## src/rtl/demux32_wr_buf.sv

```systemverilog
// Write port for a 32-entry register bank: valid/ready request intake, 2-deep FIFO, one-hot commit.
// Optional DEMUX32_ZERO_REG_EN: entry 0 is hardwired to zero and never shows as pending.
module demux32_wr_buf #(
  parameter int unsigned WIDTH = 32
) (
  input  logic                        clk,
  input  logic                        rst,
  input  logic                        wr_valid,
  output logic                        wr_ready,
  input  logic [4:0]                  wr_addr,
  input  logic [WIDTH-1:0]            wr_data,
  input  logic                        commit_stall,
  output logic [31:0][WIDTH-1:0]      entries,
  output logic [31:0]                 pending,
  output logic                        busy
);

  localparam int unsigned DEPTH   = 2;
  localparam int unsigned CNT_W   = 2;
  localparam int unsigned NENTRY  = 32;
`ifdef DEMUX32_ZERO_REG_EN
  localparam int unsigned FIRST_WR = 1;
`else
  localparam int unsigned FIRST_WR = 0;
`endif

  logic [CNT_W-1:0] count;
  logic             rd_ptr;
  logic             wr_ptr;
  logic [4:0]       slot_addr [DEPTH];
  logic [WIDTH-1:0] slot_data [DEPTH];

  logic             push;
  logic             pop;
  logic [4:0]       head_addr;
  logic [WIDTH-1:0] head_data;
  logic [31:0]      wr_sel;

  // Ready depends only on registered occupancy, so a same-cycle pop never frees a slot.
  assign wr_ready  = !rst && (count != CNT_W'(DEPTH));
  assign push      = wr_valid && wr_ready;
  assign pop       = (count != '0) && !commit_stall;
  assign head_addr = slot_addr[rd_ptr];
  assign head_data = slot_data[rd_ptr];
  assign busy      = (count != '0);

  // 5-to-32 one-hot write enable for the FIFO head.
  always_comb begin
    wr_sel = '0;
    if (pop) wr_sel = 32'(1) << head_addr;
  end

  // Entries targeted by any buffered, not yet committed write.
  always_comb begin
    pending = '0;
    if (count != '0) pending = pending | (32'(1) << slot_addr[rd_ptr]);
    if (count == CNT_W'(DEPTH)) pending = pending | (32'(1) << slot_addr[~rd_ptr]);
`ifdef DEMUX32_ZERO_REG_EN
    pending[0] = 1'b0;
`endif
  end

  always_ff @(posedge clk) begin
    if (rst) begin
      count  <= '0;
      rd_ptr <= 1'b0;
      wr_ptr <= 1'b0;
    end else begin
      if (push) wr_ptr <= ~wr_ptr;
      if (pop)  rd_ptr <= ~rd_ptr;
      case ({push, pop})
        2'b10:   count <= count + CNT_W'(1);
        2'b01:   count <= count - CNT_W'(1);
        default: count <= count;
      endcase
    end
  end

  // FIFO payload needs no reset; slot contents are qualified by count.
  always_ff @(posedge clk) begin
    if (push) begin
      slot_addr[wr_ptr] <= wr_addr;
      slot_data[wr_ptr] <= wr_data;
    end
  end

  always_ff @(posedge clk) begin
    if (rst) begin
      entries <= '0;
    end else begin
      for (int unsigned j = FIRST_WR; j < NENTRY; j++) begin
        if (wr_sel[j]) entries[j] <= head_data;
      end
    end
  end

endmodule

```

## config.mk

```make
export PLATFORM = sky130hd
export DESIGN_NAME = demux32_wr_buf
export DESIGN_NICKNAME = d
export VERILOG_FILES = /design/src/rtl/demux32_wr_buf.sv
export SDC_FILE = /design/constraint.sdc
export NUM_CORES = 2
export LEC_CHECK = 0
export ABC_AREA = 1
export CAP_MARGIN = 5
export CORE_AREA = 2 2 429 431
export CTS_BUF_LIST = sky130_fd_sc_hd__clkbuf_8
export DETAILED_ROUTE_END_ITERATION = 6
export DIE_AREA = 0 0 431 433
export HOLD_SLACK_MARGIN = 0.03
export MAX_ROUTING_LAYER = met4
export PLACE_DENSITY = 0.59
export REMOVE_ABC_BUFFERS = 1
export SLEW_MARGIN = 0
export SYNTH_ARGS = -nofsm -noshare
export SYNTH_HDL_FRONTEND = slang
export SYNTH_SLANG_ARGS = --single-unit
```

## constraint.sdc

```tcl
create_clock -name clk -period 7.12 [get_ports clk]
set_input_delay 1.424 -clock clk [delete_from_list [all_inputs] [get_ports clk]]
set_output_delay 1.424 -clock clk [all_outputs]
set_load 0.01 [all_outputs]
```

==> out/results.env <==
NUM_CTS_BUFFERS=199
FILLERS=18930
PLACEDCELLCOUNT=10610
SYNTH.AREA.MUX_SHARE=0.006304
SWITCHING_POWER_mW=6.767
CRITICAL_PATH.STARTPOINT_TYPE='flop'
POST_DP_CELL_AREA_SQ_UM=63680
LAYOUT.CELL_AREA.NON_FILLER_SQ_UM=67780
CELL_INTERNAL_POWER_mW=10.55
GPL.FINAL_WEIGHTED_CONGESTION=0.8639
OVERFLOW=0
AREA_DELTA_SYNTH_FINAL_PCT=33.41
DRT_FIRST_PASS_ITERS=7
STATUS='finished, violations left'
HOLD_PATH_CLASS='reg2reg'
LAYOUT.CELLS.NON_FILLER=10990
CLOCK_LATENCY_NS=1.00
DIE_HEIGHT_UM=433
MIN_DELAY_PATH_DEPTH=2
MIN_PERIOD_OVER_PERIOD=0.7800
SYNTH.YOSYS.WARNINGS=0
WORST_PIN_SLEW_NS=1.256
POSTLAYOUTCOREUTIL=0.3722
CRIT_ARRIVAL_NS=4.13
CRITICAL_PATH_PEAK_FANOUT=36
DIE_W_UM=431
LEAKAGE_nW=28.61
SYN-INSTANCE-COUNT=7652
GRT_USAGE=0.2485
SYNTH.CELL_AREA_SQ_UM=50810
GRT_SETUP_UNREPAIRED='false'
ANTENNA_FOUND_INITIAL=22
PATH_CLK_SLEW_NS=0.06
GRT_FIRST_PASS_WIRELENGTH_UM=331800
TIMING_WORST_SETUP_PATH_TYPE='reg2out'
TIMING.FINAL.HOLD_VIOLATIONS=0
FINALHOLDWORSTSLACK_NS=0.4778
TIMING.FINAL.MAX_SLEW_VIOLATIONS=0
REG2REG_SLACK_NS=2.64
DIE-AREA_SQ_UM=186600
ROUTE.FINAL.WIRE_LENGTH_UM=235900
CTS_RESIZED=0
SWITCHING_SHARE=0.3909
SYNTH_SIMPLE_GATE_AREA_SHARE=0.3675
REMAINING_DRC_ERRORS=2
RELSLEWSLACK=0.1448
PIN_COUNT=1099
POST-DP-HPWL_UM=145500
SYNTH_FA_HA_AREA_FRAC=0.0002463
WORST_HOLD_STARTPOINT='entries[770]'
PORT_BUFFERS=1098
STARTING_DENSITY=0.2790
NUM_ROWS=157
TRITONCTS='done'
FIRST_GLOBAL_VIAS=47950
FMAXACHIEVABLE_MHz=180.1
DRT-WIRELENGTH-PER-CELL_UM=21.46
SYNTH_COMPOUND_GATE_AREA_SHARE=0.005344
R2R_CELLS=8
PERIOD_NEEDED_NS=5.553
SEQ_AREA_FRAC_SYNTH=0.4492
DRT.ANTENNA.VIOLATING_NETS=0
SHARE_SEQ_OF_TOTAL_POWER=0.378
SYNTH.FF_LATCH_COUNT=1103
SYNTH.DISTINCT_CELLS=27
CLOCK_SINKS=1103
HTREEDEPTH=4
SHARE_CLK_OF_TOTAL_POWER=0.358
NNETSFINAL=8469
IRDROPWORSTVDD_uV=244.7
DESIGN.CORE.AREA_SQ_UM=182100
VIOLATIONS='DRC'
CTS_HOLD_BUFFERS=0
CTS-ROOT-BUF='sky130_fd_sc_hd__clkbuf_8'
GRT_MAX_DEGREE=212
TIMING.CRITICAL_PATH.REQUIRED_NS=5.70
P_COMB_FRAC=0.264
REG2REG_TO='entries[574]'
CTS-ROOT-TO-SINK-BUFFERS=3
DRT_FIRST_ITER_VIOLATIONS=4839
END_KIND='output pin'
SYNTH_TOP_FAMILY_BY_AREA='simple AND/OR/NAND/NOR gates'
HOLD_PATH_END='entries[770]'
SYNTHESIZED_AREA_PER_CELL_SQ_UM=6.640
PWR_DENSITY_CELL_nW_PER_UM2=255.4
SETUP-VIOLATIONS-FINAL=0
VIAS=51930
SYNTH_XOR_XNOR_AREA_SHARE=0.0001724
MAXCAPVIOLCOUNT=0
LAYOUT-DRIVE-GT1-SHARE=0.05793
TIMING.CLOCK.SKEW_NS=0.07431
VIAS_PER_CELL=4.725
CTS_SETUP_BUFFERS=0
## worst max-delay path, stage by stage, from the launching register on
cell                              delay [ns]
sky130_fd_sc_hd__dfxtp_4                0.75
sky130_fd_sc_hd__nand2_1                0.17
sky130_fd_sc_hd__nand2_2                0.21
sky130_fd_sc_hd__nand3_1                0.23
sky130_fd_sc_hd__nor2_4                 0.90
sky130_fd_sc_hd__nand3_1                0.15
sky130_fd_sc_hd__o21ai_0                0.13
sky130_fd_sc_hd__clkdlybuf4s50_1        0.56
## final cells by class
class	count	area, sq um	area share
Timing Repair Buffer	1233	12180	0.1797
Clock buffer	246	3386	0.04995
Antenna cell	25	62.56	0.0009229
Sequential cell	1103	22830	0.3367
Multi-Input combinational cell	4335	19840	0.2927
Clock inverter	107	659.4	0.009728
Inverter	1555	5847	0.08626
Tap cell	2385	2984	0.04402
## placed cells by master (no fill, tap or decap), types with 2 or more instances in the layout
cell type	Yosys	final
sky130_fd_sc_hd__nand2_1	1840	1840
sky130_fd_sc_hd__inv_1	1551	1606
sky130_fd_sc_hd__nor2_1	1300	1291
sky130_fd_sc_hd__clkdlybuf4s50_1	0	1098
sky130_fd_sc_hd__nand4_1	1032	1032
sky130_fd_sc_hd__dfxtp_1	1029	1028
sky130_fd_sc_hd__clkbuf_8	0	246
sky130_fd_sc_hd__buf_4	4	121
sky130_fd_sc_hd__edfxtp_1	74	74
sky130_fd_sc_hd__nand3_1	56	53
sky130_fd_sc_hd__o21ai_0	32	32
sky130_fd_sc_hd__mux2i_4	0	32
sky130_fd_sc_hd__diode_2	0	25
sky130_fd_sc_hd__clkinv_2	0	22
sky130_fd_sc_hd__nor2_4	1	21
sky130_fd_sc_hd__buf_12	0	14
sky130_fd_sc_hd__clkinv_1	1	11
sky130_fd_sc_hd__nor2_2	19	8
sky130_fd_sc_hd__o22ai_1	8	8
sky130_fd_sc_hd__clkinvlp_4	0	7
sky130_fd_sc_hd__inv_8	0	5
sky130_fd_sc_hd__a21oi_1	5	5
sky130_fd_sc_hd__bufinv_16	0	5
sky130_fd_sc_hd__nand3_2	0	3
sky130_fd_sc_hd__o21ai_2	3	2
sky130_fd_sc_hd__nand2_2	2	2
sky130_fd_sc_hd__o21ai_4	0	2
sky130_fd_sc_hd__inv_12	0	2
## power by group through the flow
stage | clock network, mW | logic (mW) | registers, mW
2_1_floorplan | 0 | 2.20 | 6.69
3_3_place_gp | 0 | 4.47 | 6.68
3_5_place_dp | 0 | 4.48 | 6.68
4_1_cts | 6.31 | 4.49 | 6.55
5_1_grt | 6.58 | 4.76 | 6.56
6_report | 6.19 | 4.57 | 6.55
## layer usage
layer	vias up	wire, um	global-route usage
met5	-	0	-
met4	0	16980	0.1655
met3	673	19610	0.06059
met2	2455	107400	0.3818
met1	23870	91880	0.2878
li1	24920	-	-
## cell families after synthesis
family,count (synthesis)
and+or+nand+nor,4251
buffers and inverters,2214
DFF,1103
AOI/OAI and AO/OA,50
muxes,32
xor gates and xnor gates,1
adders and majority gates,1
## synthesized netlist by cell type, drive strengths merged
| cell | n | share of area |
|---|---|---|
| clkinv | 1 | 0.000074 |
| nand2 | 1842 | 0.14 |
| dfxtp | 1029 | 0.41 |
| a21oi | 5 | 0.00049 |
| nand4 | 1032 | 0.13 |
| o21ai | 37 | 0.0039 |
| clkbuf | 223 | 0.016 |
| nor3 | 1 | 0.000098 |
| inv | 1554 | 0.11 |
| edfxtp | 74 | 0.044 |
| mux2i | 32 | 0.0063 |
| nand3 | 56 | 0.0055 |
| ha | 1 | 0.00025 |
| buf | 436 | 0.040 |
| nor2 | 1320 | 0.099 |
| o22ai | 8 | 0.00099 |
| xor2 | 1 | 0.00017 |
## metrics by stage
step | total power, mW | TNS (ns) | worst slack, ns
after global routing | 17.90 | 0 | 1.279
after detailed placement | 11.17 | 0 | 2.625
final | 17.31 | 0 | 1.567
after CTS | 17.35 | 0 | 1.472
after global placement | 11.15 | 0 | 2.683
after floorplan | 8.886 | -9400.31 | -9.403
## worst max-delay path by stage
stage	slack, ns	endpoint	depth (start not counted)
global placement	2.68	pending[15]	7
global route	1.28	pending[23]	7
CTS	1.47	pending[7]	7
detailed placement	2.63	pending[7]	7
floorplan	-9.40	entries[1000]	5
finish	1.57	pending[7]	7
## state kept, by name (all words and copies together) (netlist names), named ones only
| register | flops |
|---|---|
| entries | 1024 |
| count | 2 |
| wr_ptr | 1 |
| rd_ptr | 1 |
| slot_data | 64 |
| slot_addr | 10 |
Power figures use the tool's default switching activity.
